`config.mk`:
```
export PLATFORM = sky130hd
export DESIGN_NAME = mem_arbiter_rr_flat
export DESIGN_NICKNAME = d
export VERILOG_FILES = /design/src/rtl/mem_arbiter_rr_if.sv /design/src/rtl/mem_arbiter_rr.sv /design/src/flat_wrapper.sv
export SDC_FILE = /design/constraint.sdc
export NUM_CORES = 1
export LEC_CHECK = 0
export ABC_AREA = 1
export CORE_AREA = 2 2 272 274
export DETAILED_ROUTE_END_ITERATION = 10
export DIE_AREA = 0 0 274 276
export PLACE_DENSITY = 0.44
export SETUP_SLACK_MARGIN = 0.1
export SLEW_MARGIN = 20
export SYNTH_ARGS = -nofsm -noshare
export SYNTH_HDL_FRONTEND = slang
export SYNTH_SLANG_ARGS = --single-unit
```
`constraint.sdc`:
```
create_clock -name clk -period 2.2 [get_ports clk]
set_clock_uncertainty 0.1 [all_clocks]
set_input_delay 0.22 -clock clk [delete_from_list [all_inputs] [get_ports clk]]
set_output_delay 0.22 -clock clk [all_outputs]
set_load 0.02 [all_outputs]
```
`src/rtl/mem_arbiter_rr_if.sv`:
```
// mem_arbiter_rr_if: channel-side and memory-side signals of the
// line arbiter; slave is the arbiter view, master the environment view.
interface mem_arbiter_rr_if #(
    parameter int NUM_CH = 2,
    parameter int LINE_W = 128,
    parameter int ADDR_W = 16
);
    logic [NUM_CH-1:0]        ch_read;
    logic [NUM_CH-1:0]        ch_write;
    logic [NUM_CH*ADDR_W-1:0] ch_address;
    logic [NUM_CH*LINE_W-1:0] ch_wdata;
    logic [LINE_W-1:0]        ch_rdata;
    logic [NUM_CH-1:0]        ch_resp;
    logic                     pmem_resp;
    logic [LINE_W-1:0]        pmem_rdata;
    logic                     pmem_read;
    logic                     pmem_write;
    logic [ADDR_W-1:0]        pmem_address;
    logic [LINE_W-1:0]        pmem_wdata;

    modport slave (
        input  ch_read, ch_write, ch_address, ch_wdata,
        input  pmem_resp, pmem_rdata,
        output ch_rdata, ch_resp,
        output pmem_read, pmem_write, pmem_address, pmem_wdata
    );

    modport master (
        output ch_read, ch_write, ch_address, ch_wdata,
        output pmem_resp, pmem_rdata,
        input  ch_rdata, ch_resp,
        input  pmem_read, pmem_write, pmem_address, pmem_wdata
    );
endinterface

```
`src/rtl/mem_arbiter_rr.sv`:
```
// mem_arbiter_rr: NUM_CH cache channels share one memory port, one line
// transaction at a time, round-robin or fixed-priority arbitration.
module mem_arbiter_rr #(
    parameter int NUM_CH     = 2,
    parameter int LINE_W     = 128,
    parameter int ADDR_W     = 16,
    parameter bit FIXED_PRIO = 1'b0
) (
    input logic             clk,
    input logic             reset_n,
    mem_arbiter_rr_if.slave bus
);
    localparam int IDX_W = $clog2(NUM_CH);
    localparam logic [IDX_W:0] NCH = (IDX_W+1)'(NUM_CH);
    localparam logic [IDX_W-1:0] LAST = IDX_W'(NUM_CH-1);
    localparam logic [NUM_CH-1:0] ONE = NUM_CH'(1);

    typedef enum logic [1:0] {IDLE, BUSY, DONE} state_t;

    state_t state, state_nx;

    logic [IDX_W-1:0]  ptr, ptr_nx;
    logic [IDX_W-1:0]  gnt, pick;
    logic [IDX_W:0]    idx;
    logic              found;
    logic              grant, hit, busy;
    logic [NUM_CH-1:0] req;
    logic              op_wr;
    logic [ADDR_W-1:0] addr;
    logic [LINE_W-1:0] wdata;

    assign req = bus.ch_read | bus.ch_write;

    // search upward from ptr (or from 0 in fixed mode), wrapping
    always_comb begin
        found = 1'b0;
        pick  = '0;
        idx   = '0;
        for (int k = 0; k < NUM_CH; k++) begin
            idx = (IDX_W+1)'(k);
            if (!FIXED_PRIO)
                idx = idx + {1'b0, ptr};
            if (idx >= NCH)
                idx = idx - NCH;
            if (!found && req[idx[IDX_W-1:0]]) begin
                found = 1'b1;
                pick  = idx[IDX_W-1:0];
            end
        end
    end

    always_comb begin
        state_nx = state;
        grant    = 1'b0;
        hit      = 1'b0;
        unique case (state)
            IDLE: if (found) begin
                grant    = 1'b1;
                state_nx = BUSY;
            end
            BUSY: if (bus.pmem_resp) begin
                hit      = 1'b1;
                state_nx = DONE;
            end
            DONE:    state_nx = IDLE;
            default: state_nx = IDLE;
        endcase
    end

    always_comb begin
        ptr_nx = ptr;
        if (grant && !FIXED_PRIO)
            ptr_nx = (pick == LAST) ? '0 : pick + IDX_W'(1);
    end

    always_ff @(posedge clk or negedge reset_n) begin
        if (!reset_n) begin
            state <= IDLE;
            ptr   <= '0;
            gnt   <= '0;
            op_wr <= 1'b0;
            addr  <= '0;
            wdata <= '0;
        end else begin
            state <= state_nx;
            ptr   <= ptr_nx;
            if (grant) begin
                gnt   <= pick;
                op_wr <= bus.ch_write[pick];
                addr  <= bus.ch_address[pick*ADDR_W +: ADDR_W];
                wdata <= bus.ch_wdata[pick*LINE_W +: LINE_W];
            end
        end
    end

    // memory side is driven only from the registered request
    assign busy             = (state == BUSY);
    assign bus.pmem_read    = busy & ~op_wr;
    assign bus.pmem_write   = busy & op_wr;
    assign bus.pmem_address = busy ? addr : '0;
    assign bus.pmem_wdata   = busy ? wdata : '0;
    assign bus.ch_resp      = hit ? (ONE << gnt) : '0;
    assign bus.ch_rdata     = hit ? bus.pmem_rdata : '0;
endmodule
```
`src/flat_wrapper.sv`:
```
// flat-port wrapper written by rule: the top's interface ports become plain ports
module mem_arbiter_rr_flat 
#(
    parameter int NUM_CH     = 2,
    parameter int LINE_W     = 128,
    parameter int ADDR_W     = 16,
    parameter bit FIXED_PRIO = 1'b0
)
  (clk, reset_n, bus_ch_read, bus_ch_write, bus_ch_address, bus_ch_wdata, bus_pmem_resp, bus_pmem_rdata, bus_ch_rdata, bus_ch_resp, bus_pmem_read, bus_pmem_write, bus_pmem_address, bus_pmem_wdata);
  mem_arbiter_rr_if #(.NUM_CH(NUM_CH), .LINE_W(LINE_W), .ADDR_W(ADDR_W)) bus_i ();
  input logic clk;
  input logic reset_n;
  input wire logic [$bits(bus_i.ch_read)-1:0] bus_ch_read;
  input wire logic [$bits(bus_i.ch_write)-1:0] bus_ch_write;
  input wire logic [$bits(bus_i.ch_address)-1:0] bus_ch_address;
  input wire logic [$bits(bus_i.ch_wdata)-1:0] bus_ch_wdata;
  input wire logic [$bits(bus_i.pmem_resp)-1:0] bus_pmem_resp;
  input wire logic [$bits(bus_i.pmem_rdata)-1:0] bus_pmem_rdata;
  output wire logic [$bits(bus_i.ch_rdata)-1:0] bus_ch_rdata;
  output wire logic [$bits(bus_i.ch_resp)-1:0] bus_ch_resp;
  output wire logic [$bits(bus_i.pmem_read)-1:0] bus_pmem_read;
  output wire logic [$bits(bus_i.pmem_write)-1:0] bus_pmem_write;
  output wire logic [$bits(bus_i.pmem_address)-1:0] bus_pmem_address;
  output wire logic [$bits(bus_i.pmem_wdata)-1:0] bus_pmem_wdata;
  assign bus_i.ch_read = bus_ch_read;
  assign bus_i.ch_write = bus_ch_write;
  assign bus_i.ch_address = bus_ch_address;
  assign bus_i.ch_wdata = bus_ch_wdata;
  assign bus_i.pmem_resp = bus_pmem_resp;
  assign bus_i.pmem_rdata = bus_pmem_rdata;
  assign bus_ch_rdata = bus_i.ch_rdata;
  assign bus_ch_resp = bus_i.ch_resp;
  assign bus_pmem_read = bus_i.pmem_read;
  assign bus_pmem_write = bus_i.pmem_write;
  assign bus_pmem_address = bus_i.pmem_address;
  assign bus_pmem_wdata = bus_i.pmem_wdata;
  mem_arbiter_rr #(.NUM_CH(NUM_CH), .LINE_W(LINE_W), .ADDR_W(ADDR_W), .FIXED_PRIO(FIXED_PRIO)) u_core (.clk(clk), .reset_n(reset_n), .bus(bus_i));
endmodule
```
# Word-level counts from Yosys, hierarchy flattened
# Index checks and enable logic that the tools add are counted.
# totals
ff_bits	149
inputBits	423
output_inout_bits	276
wordCells	53
# op_classes
n_addsub	4
n_lt_le_gt_ge	5
eq_ne	3
n_shift	3
n_mux	24
bitwise_logic	4
n_reduce_logical	4
# ops
op	count
$mux W128	2
$shiftx A256 B9 Y128	1
$shiftx A32 B6 Y16	1
$mux W1	17
$mux W16	1
$lt A1 B2 Y1 const B	3
$mux W2	3
$pmux W2 S2	1
$add A1 B1 Y2 const A	1
$and A1 B1 Y1	2
$eq A2 B1 Y1 const B	1
$ge A1 B2 Y1 const B	1
$ge A2 B2 Y1 const B	1
$logic_not A2 Y1	1
$ne A2 B1 Y1 const B	1
$ne A2 B2 Y1 const B	1
$or A2 B2 Y2	1
$reduce_and A2 Y1	1
$shl A1 B1 Y2 const A	1
$sub A1 B1 Y1 const B	2
$add A1 B1 Y1 const B	1
$logic_and A1 B1 Y1	1
$logic_not A1 Y1	1
$not A1 Y1	1

# Logic depth before layout (Yosys ltp)
# Gate-level depths: netlist of run 1.
# depth
depth_word	10
depth_mapped	8
depth_no_buf	6

# Worst setup path after synthesis of run 1
# OpenSTA, ideal clock, no wires.
# synth_path
kind	flip-flop to output port
startpoint	register u_core.state[1]
endpoint	output port bus_ch_rdata[119]
arrival_ps	1238
required_ps	1880
path_slack_ps	642
stages_incl_launch_ff	6
n_path_buf	2
cell_sequence	dfrtp_1 -> nor2_1 -> nand2_1 -> buf_2 -> buf_2 -> nor2_1
# synth_between
elab_chain_len	3
# synth_rtl
element	line	source
start, declared	mem_arbiter_rr.sv:20	state_t state, state_nx;
start signal, assigned	mem_arbiter_rr.sv:85	state <= state_nx;
$eq A2 B1 Y1	mem_arbiter_rr.sv:56	unique case (state)
$mux W1	mem_arbiter_rr.sv:56	
$mux W128	mem_arbiter_rr.sv:103	assign bus.ch_rdata = hit ? bus.pmem_rdata : '0;
end, declared	flat_wrapper.sv:19	output wire logic [$bits(bus_i.ch_rdata)-1:0] bus_ch_rdata;
# No other way between the ends.

# Worst setup path after layout of run 1
# layout_path
startpoint	register u_core.state[0]
endpoint	output port bus_pmem_wdata[58]
# layout_between
elab_chain_len	2
# layout_rtl
element	line	source
$eq A2 B1 Y1	mem_arbiter_rr.sv:97	assign busy = (state == BUSY);
$mux W128	mem_arbiter_rr.sv:101	assign bus.pmem_wdata = busy ? wdata : '0;
end, declared	flat_wrapper.sv:24	output wire logic [$bits(bus_i.pmem_wdata)-1:0] bus_pmem_wdata;
# No other way between the ends.

==> results of run 1 <==
final timing paths:
kind / depth (start not counted) / slack, ns / to / start
setup reg to reg: 10 / 0.09 / u_core.wdata[9] / u_core.state[0]
min in group clk: 3 / 0.21 / u_core.wdata[16] / bus_ch_wdata[16]
hold / removal: 2 / 0.20 / u_core.wdata[15] / reset_n
max in group asynchronous: 3 / 1.13 / u_core.wdata[91] / reset_n
setup / recovery: 9 / 0.001 / bus_pmem_wdata[58] / u_core.state[0]
hold reg to reg: 2 / 0.40 / u_core.wdata[0] / u_core.wdata[0]
repair_timing:
| action | CTS | global route |
|---|---|---|
| endpoints found under the hold margin | 42 | 0 |
| hold buffers | 1 | 0 |
| endpoints found under the setup margin | 273 | 273 |
| pin swaps | 0 | 12 |
| gates resized for setup | 810 | 428 |
| setup buffers | 5 | 9 |
| gates cloned | 2 | 1 |
cells in the mapped netlist (all sizes together):
| cell type | instances |
|---|---|
| o21ai | 3 |
| nand2 | 150 |
| nand3 | 290 |
| dfrtp | 149 |
| clkbuf | 24 |
| nor2 | 280 |
| a21oi | 1 |
| inv | 282 |
| buf | 102 |
| nand4 | 145 |
| o21a | 1 |
stage by stage:
step / util / hold slack [ns]
6_report: 0.257 / 0.202
5_1_grt: 0.257 / 0.191
4_1_cts: 0.259 / 0.161
3_5_place_dp: 0.248 / 0.164
3_3_place_gp: 0.248 / 0.157
2_1_floorplan: - / -0.176
per-layer routing:
layer  GRT usage  wire length [um]  vias up
met3      0.0313              3530       50
li1            -                 -     5874
met2       0.253             28600      447
met1       0.207             27700     5958
met5           0                20        -
met4      0.0443              1160        2
final cells by class:
cell class / instances / area (sq um)
fill: 8147 / 53900
multi-input combinational: 870 / 4420
tap: 959 / 1200
clock inverter: 12 / 154
timing repair buffer: 796 / 7670
sequential: 149 / 3730
clock buffer: 20 / 437
antenna: 1 / 2.50
inverter: 282 / 1080
report_power, final:
part           internal [mW]  switching, mW  total (mW)
clock                   1.78           1.31        3.10
sequential              4.12          0.773        4.89
combinational           6.17           9.14        15.3
total                   12.1           11.2        23.3
state kept, by name (all words and copies together) (netlist names):
name / flops
u_core.state: 2
u_core.addr: 16
u_core.gnt: 1
u_core.ptr: 1
u_core.op_wr: 1
u_core.wdata: 128
worst register-to-register path, stage by stage (launching register included):
cell and delay (ns):
dfrtp_1 0.38, buf_4 0.13, buf_4 0.13, nor2_4 0.15, buf_12 0.18, inv_6 0.06
a21oi_4 0.18, buf_12 0.23, buf_16 0.28, nand3_1 0.14, nand3_1 0.08
kinds of logic after synthesis:
kind of cell	share of synthesized area
AO/OA/AOI/OAI	0.00372
buffers and inverters	0.179
AND/OR/NAND/NOR	0.422
flip-flops	0.395
==> results.toml, run 1 <==
[pwr]
power.total_mw = 23.3
ir_worst_vdd_mv = 0.664
p_leak_nw = 9.06
pwr_density_cell_mw_per_mm2 = 1250

[place]
port_buffers = 698
dp_slack_ns = -0.0389
place.gp.congestion = 0.896
post_dp_cell_area_sq_mm = 0.0180
dpl.hpwl_mm = 47.5
dp.cells = 3038

[yosys]
synthCells = 1427
synth.net_count = 1850
yosys_warnings = 0
syn-cell-area_sq_mm = 0.00943
synthDistinctLibCells = 18
syn_area_per_cell_sq_um = 6.61
yosys.area.top_type = "dfrtp_1"
yosysTopAreaCellShare = 0.395
netlist_top_cells_area = "dfrtp_1, nand3_1, inv_1"
ys_seq_area_frac = 0.395
ys_ff_latch = 149

[floorplanning]
die_w_um = 274
dieHeight_um = 276
core_sq_mm = 0.0726
num_io_pins = 699
rows = 99
start_util = 0.130
die-area_sq_mm = 0.0756

[timing]
worst_slew_pin_slew_ns = 0.644
period_needed_ns = 2.20
drv_slew = 0
relSlewSlack = 0.571
hold_viol_final = 0
setup_viol = 0
rsz0062_at_grt = "yes"
post-route-period-util = 0.999
setup_tns_ns = 0
worst_slack_ns = 0.00142
max_freq_mhz = 455

[layout]
num-nets-final = 2539
syn2layout_area_growth_pct = 98.2
fin_area_sq_mm = 0.0187
mostFrequentLayoutCells = "clkdlybuf4s50_1, inv_1, nand3_1"
final_common_cell = "clkdlybuf4s50_1"
drive_gt1_frac = 0.223
final_cells = 3089

[setup_path]
crit_buf_inv = 7
worstSetupStartpointType = "flop"
cpPeakStageDelay_ns = 0.35
endpoint_kind = "primary output"
crit_slowest_cell = "dfrtp_1"
crit_chain = "inv_1 -> nor2_1 -> buf_6 -> inv_12 -> buf_12 -> buf_16 -> buf_6 -> nor2_4 -> buf_6"
cp_max_fo = 16
cpMostUsedCell = "buf_6"
cp_top_family = "buffers and inverters"
crit_required_ns = 1.88
crit_type = "reg -> out"
critPathArrivalTime_ns = 1.88

[outcome]
status = "completed"

[route]
ant_nets = 0
drc = 0
vias = 12331
wl_per_cell_um = 19.8
viasPerCell = 3.99
wirelength_mm = 61.0
first_iter_violations = 771
firstDrtPassIters = 5

[worst_hold_path]
hold_class = "in -> async"

[global_routing]
grt.overflow.total = 0
grt_pass1_vias = 12623
grt.total_usage = 0.155
antenna_found_initial = 2
grt_pass1_wl_mm = 87.0
grt_max_degree = 89

[run]
drv_cap = 0

[clock_tree]
cts_root_buffer = "clkbuf_16"
cts_num_sinks = 149
clock_path_buffers = 2
numCtsBuffers = 17
path_clk_slew_ns = 0.07
insertion_delay_ns = 0.48
tritoncts = "yes"
htree_levels = 4
Power figures use the tool's default switching activity.
==> run 2, diff against run 1 <==
--- a/config.mk
+++ b/config.mk
@@ -5,13 +5,12 @@
 export SDC_FILE = /design/constraint.sdc
 export NUM_CORES = 1
 export LEC_CHECK = 0
-export ABC_AREA = 1
-export CORE_AREA = 2 2 272 274
+export CORE_AREA = 2 2 270 272
 export DETAILED_ROUTE_END_ITERATION = 10
-export DIE_AREA = 0 0 274 276
-export PLACE_DENSITY = 0.44
+export DIE_AREA = 0 0 272 274
+export PLACE_DENSITY = 0.43
 export SETUP_SLACK_MARGIN = 0.1
-export SLEW_MARGIN = 20
+export SLEW_MARGIN = 10
 export SYNTH_ARGS = -nofsm -noshare
 export SYNTH_HDL_FRONTEND = slang
 export SYNTH_SLANG_ARGS = --single-unit
==> run 2 against run 1 <==
  * The run now ends with setup timing left
  * Core utilization is 1.6 points lower
  * Critical path depth is 3 lower
  * Combinational power is 14% lower
  * First-iteration DRC count is 29% lower
  * Flip-flop and latch count stayed put
  * Wire length is 5.0% lower
  * Final cell count is 20% lower
  * Largest power group unchanged
==> results.toml, run 2 <==
[global_routing]
grt.overflow.total = 0
grt.total_usage = 0.146
grt_pass1_wl_mm = 78.9
antenna_found_initial = 11
grt_pass1_vias = 10422
grt_max_degree = 83

[setup_path]
cp_max_fo = 34
endpoint_kind = "primary output"
crit_type = "reg -> out"
crit_required_ns = 1.88
reg2reg_setup_slack_ns = 0.17
critPathArrivalTime_ns = 1.94
worstSetupStartpointType = "flop"

[yosys]
ys_ff_latch = 149
synth_compound_area_frac = 0.301
synth_edf_count = 0
synth-xor-area-share = 0
syn-cell-area_sq_mm = 0.00856
yosys_warnings = 0
netlist_top_cells_area = "dfrtp_1, a221o_1, and2_1"
synth_flop_cell = "dfrtp_1"
yosysTopAreaCellShare = 0.436
syn_area_per_cell_sq_um = 10.2
yosys.area.top_type = "dfrtp_1"
yosys-top-cells-count = "dfrtp_1, and2_1, a221o_1"
ys_seq_area_frac = 0.436
synth.net_count = 1260
muxShareOfSynthArea = 0
synthAdderAreaFrac = 0
synthCells = 837
yosysMostFrequentCell = "dfrtp_1"
synthDistinctLibCells = 22
ys_async_sr_fraction = 1.00
synth-simple-area-share = 0.208
synth_top_family_by_area = "compound AO/OA/AOI/OAI gates"

[floorplanning]
start_util = 0.119
die_w_um = 272
core_sq_mm = 0.0720
die-area_sq_mm = 0.0745
dieHeight_um = 274
rows = 99
num_io_pins = 699

[place]
dpl.hpwl_mm = 43.3
place.gp.congestion = 0.784
dp.cells = 2431
port_buffers = 698

[route]
ant_nets = 0
firstDrtPassIters = 4
first_iter_violations = 545
viasPerCell = 4.03
wirelength_mm = 58.0
wl_per_cell_um = 23.3
drc = 0
vias = 10006

[layout]
final_cells = 2484
drive_gt1_frac = 0.231
fillerInstances = 7767
num-nets-final = 1930
final_common_cell = "clkdlybuf4s50_1"
syn2layout_area_growth_pct = 103
top_regs = "u_core.wdata (128), u_core.addr (16), u_core.state (2)"
regMostFlops = "u_core.wdata"
largest_reg_flops = 128
mostFrequentLayoutCells = "clkdlybuf4s50_1, dfrtp_1, a221o_1"

[clock_tree]
htree_levels = 4
insertion_delay_ns = 0.46
cts_root_buffer = "clkbuf_16"
path_clk_slew_ns = 0.08
clock_path_buffers = 2
numCtsBuffers = 17
tritoncts = "yes"
cts_num_sinks = 149

[pwr]
pwr_density_cell_mw_per_mm2 = 1210
power.total_mw = 21.0
ir_worst_vdd_mv = 0.721
p_leak_nw = 8.19

[timing]
max_freq_mhz = 443
holdWs_ns = 0.0754
worst_slew_pin_slew_ns = 0.505
relSlewSlack = 0.663
hold_viol_final = 0
post-route-period-util = 1.03
worst_slack_ns = -0.0555
setup_viol = 76
rsz0062_at_grt = "yes"
period_needed_ns = 2.26
drv_slew = 0

[run]
drv_cap = 0

[outcome]
violations = "setup timing"
status = "finished, violations left"

[worst_hold_path]
hold_class = "in -> async"
run 2: changes by cell type in the layout (fill, tap and decap cells not counted), moves of 77 or more:
cell,delta
a21boi_0,+104
nand3_1,-268
nand4_1,-145
nand2_1,-146
a221o_1,+145
and2_1,+141
buf_4,-118
nor2_1,-231
and3_1,+122
inv_1,-279
clkbuf_2,+77
run 2: area by class of cell:
cell class                      instances  area [sq um]  area share
Tap cell                              959          1200      0.0691
Antenna cell                            6          15.0    0.000864
Clock buffer                           22           484      0.0279
Sequential cell                       149          3730       0.215
Clock inverter                          9          70.1     0.00403
Multi-Input combinational cell        580          4450       0.256
Timing Repair Buffer                  759          7430       0.428
run 2: what timing repair did:
| item | CTS | global route |
|---|---|---|
| buffers inserted | 1 | 9 |
| hold buffers | 1 | 0 |
| cloned | 1 | 4 |
| endpoints found under the hold margin | 139 | 0 |
| resized for setup | 318 | 463 |
| endpoints found under the setup margin | 268 | 272 |
| pin swaps | 0 | 5 |
run 2: final timing paths:
kind / from / end / cells past startpoint
min: reset_n / u_core.wdata[51] / 2
min reg2reg: u_core.ptr / u_core.ptr / 2
min in group clk: bus_pmem_resp / u_core.state[0] / 2
max reg2reg: u_core.state[1] / u_core.addr[0] / 6
max in group asynchronous: reset_n / u_core.op_wr / 4
max: u_core.state[1] / bus_ch_rdata[121] / 6
run 2: cells by family after synthesis:
family,after synthesis
DFF,149
and+or+nand+nor,286
AOI/OAI and AO/OA,294
buffers and inverters,108
run 2: critical path: stages, from the launching register on:
cell	delay (ns)
dfrtp_1	0.41
nor2b_4	0.22
buf_12	0.18
buf_6	0.11
buf_12	0.16
and3_2	0.26
buf_12	0.12
run 2: metrics by stage:
step | TNS (ns) | area, sq um | utilization | setup WS (ns)
5_1_grt | -17.66 | 17400 | 0.241 | -0.160
2_1_floorplan | 0 | 8560 | - | 0.517
3_5_place_dp | 0 | 17000 | 0.236 | 0.0384
4_1_cts | -70.78 | 17600 | 0.244 | -0.460
3_3_place_gp | 0 | 17000 | 0.236 | 0.0165
6_report | -1.44 | 17400 | 0.241 | -0.0555
run 2: layer usage:
| layer | wire length (um) | track usage |
|---|---|---|
| met5 | 13 | 0 |
| met4 | 722 | 0.0424 |
| met3 | 3870 | 0.0395 |
| met2 | 30800 | 0.267 |
| met1 | 22500 | 0.165 |
run 2: power breakdown:
part           total, mW  internal [mW]  switching (mW)
registers           4.78           4.10           0.685
logic               13.2           6.34            6.90
clock network       2.98           1.57            1.42
==> run 3, diff against run 2 <==
--- a/config.mk
+++ b/config.mk
@@ -6,6 +6,7 @@
 export NUM_CORES = 1
 export LEC_CHECK = 0
 export CORE_AREA = 2 2 270 272
+export CTS_BUF_LIST = sky130_fd_sc_hd__clkbuf_4 sky130_fd_sc_hd__clkbuf_8
 export DETAILED_ROUTE_END_ITERATION = 10
 export DIE_AREA = 0 0 272 274
 export PLACE_DENSITY = 0.43
==> run 3 against run 2 <==
  * The run still ends with setup timing left
  * Combinational power is 8% higher
  * Via count up 0.81%
  * Final cell count grew 0.52%
  * Die area stayed put
  * Hold slack better by 0.073 ns
  * Critical endpoint is now bus_ch_rdata[40]
  * Largest cell class unchanged
  * Critical path type unchanged
  * First-iteration DRC count increased by 4.8%
  * Fmax shrank 4.3%
  * Non-clock buffer count increased by 14
==> results.toml, run 3 (same netlist as run 2, synthesis figures left out) <==
[clock_tree]
cts_num_sinks = 149
cts_root_buffer = "clkbuf_8"
tritoncts = "yes"
path_clk_slew_ns = 0.10
insertion_delay_ns = 0.53
numCtsBuffers = 17
htree_levels = 4
clock_path_buffers = 2

[timing]
setup_tns_ns = -12.01
relSlewSlack = 0.662
max_freq_mhz = 424
post-route-period-util = 1.07
setup_viol = 200
worst_slack_ns = -0.157
period_needed_ns = 2.36
worst_slew_pin_slew_ns = 0.507
drv_slew = 0
hold_viol_final = 0
rsz0062_at_grt = "yes"
holdWs_ns = 0.148

[floorplanning]
num_io_pins = 699
core_sq_mm = 0.0720
die_w_um = 272
rows = 99
start_util = 0.119
die-area_sq_mm = 0.0745
dieHeight_um = 274

[outcome]
violations = "setup timing"
status = "finished, violations left"

[layout]
fillerInstances = 7714
num-nets-final = 1944
syn2layout_area_growth_pct = 108
fin_area_sq_mm = 0.0178
drive_gt1_frac = 0.277
mostFrequentLayoutCells = "clkdlybuf4s50_1, dfrtp_1, a221o_1"
utilization = 0.247
final_cells = 2497
largest_reg_flops = 128
final_common_cell = "clkdlybuf4s50_1"
top_regs = "u_core.wdata (128), u_core.addr (16), u_core.state (2)"
regMostFlops = "u_core.wdata"

[place]
post_dp_cell_area_sq_mm = 0.0170
dpl.hpwl_mm = 43.3
dp_slack_ns = 0.0384
dp.cells = 2431
port_buffers = 698
place.gp.congestion = 0.784

[global_routing]
grt_max_degree = 83
grt.total_usage = 0.148
grt.overflow.total = 0
antenna_found_initial = 12
grt_pass1_vias = 10460
grt_pass1_wl_mm = 79.6

[pwr]
pwr_density_cell_mw_per_mm2 = 1200
ir_worst_vdd_mv = 0.725
power.total_mw = 21.4
p_leak_nw = 7.74

[route]
wirelength_mm = 58.6
firstDrtPassIters = 5
vias = 10087
wl_per_cell_um = 23.5
first_iter_violations = 571
drc = 0
viasPerCell = 4.04
ant_nets = 0

[setup_path]
critPathArrivalTime_ns = 2.04
crit_type = "reg -> out"
worstSetupStartpointType = "flop"
endpoint_kind = "primary output"
cp_max_fo = 34
crit_required_ns = 1.88
reg2reg_depth = 6

[run]
drv_cap = 0

[worst_hold_path]
hold_class = "in -> async"
## run 3: changes by cell type in the layout (fill, tap and decap cells not counted), moves of 12 or more
| cell | previous run | this run |
|---|---|---|
| buf_6 | 25 | 76 |
| clkbuf_2 | 86 | 43 |
| dlymetal6s2s_1 | 39 | 1 |
| clkdlybuf4s15_2 | 35 | 66 |
| and2_1 | 141 | 121 |
| and2_4 | 5 | 25 |
| clkbuf_8 | 4 | 21 |
| clkbuf_16 | 20 | 8 |
## run 3: worst paths after layout
| path | startpoint | end | slack [ns] |
|---|---|---|---|
| worst max-delay path | u_core.state[1] | bus_ch_rdata[40] | -0.16 |
| worst min-delay path | reset_n | u_core.wdata[51] | 0.15 |
| worst max register to register | u_core.state[1] | u_core.wdata[18] | 0.16 |
| worst min register to register | u_core.gnt | u_core.gnt | 0.42 |
| max in group asynchronous | reset_n | u_core.ptr | 1.24 |
| min in group clk | bus_ch_wdata[234] | u_core.wdata[106] | 0.19 |
## run 3: per-layer routing
layer / GRT usage / up-vias / wire length (um)
li1: - / 4534 / -
met1: 0.167 / 5058 / 22800
met2: 0.272 / 448 / 31000
met3: 0.0420 / 45 / 4060
met4: 0.0351 / 2 / 699
met5: 0 / - / 13
## run 3: where the power goes
part           internal (mW)  switching, mW
Sequential              4.09          0.707
Clock                  0.916           1.33
Combinational           7.23           7.11
## run 3: worst max-delay path, cell delays in order (launching register included)
cell and delay (ns):
dfrtp_1 0.42, nor2b_4 0.21, buf_12 0.19, buf_12 0.19
and3_1 0.19, clkdlybuf4s15_2 0.28
## run 3: what timing repair did
action / 4_1_cts / 5_1_grt
setup endpoints to repair: 274 / 276
setup buffers: 5 / 11
gates cloned: 3 / 8
pin swaps: 0 / 22
hold buffers: 3 / 0
resized for setup: 595 / 502
endpoints found under the hold margin: 141 / 0
## run 3: cell type report
| cell class | count | area (sq um) | share of cell area |
|---|---|---|---|
| clock inverter | 9 | 70.1 | 0.00394 |
| sequential | 149 | 3730 | 0.210 |
| clock buffer | 22 | 297 | 0.0167 |
| antenna | 5 | 12.5 | 0.000704 |
| tap | 959 | 1200 | 0.0675 |
| multi-input combinational | 580 | 4500 | 0.253 |
| timing repair buffer | 773 | 7960 | 0.448 |
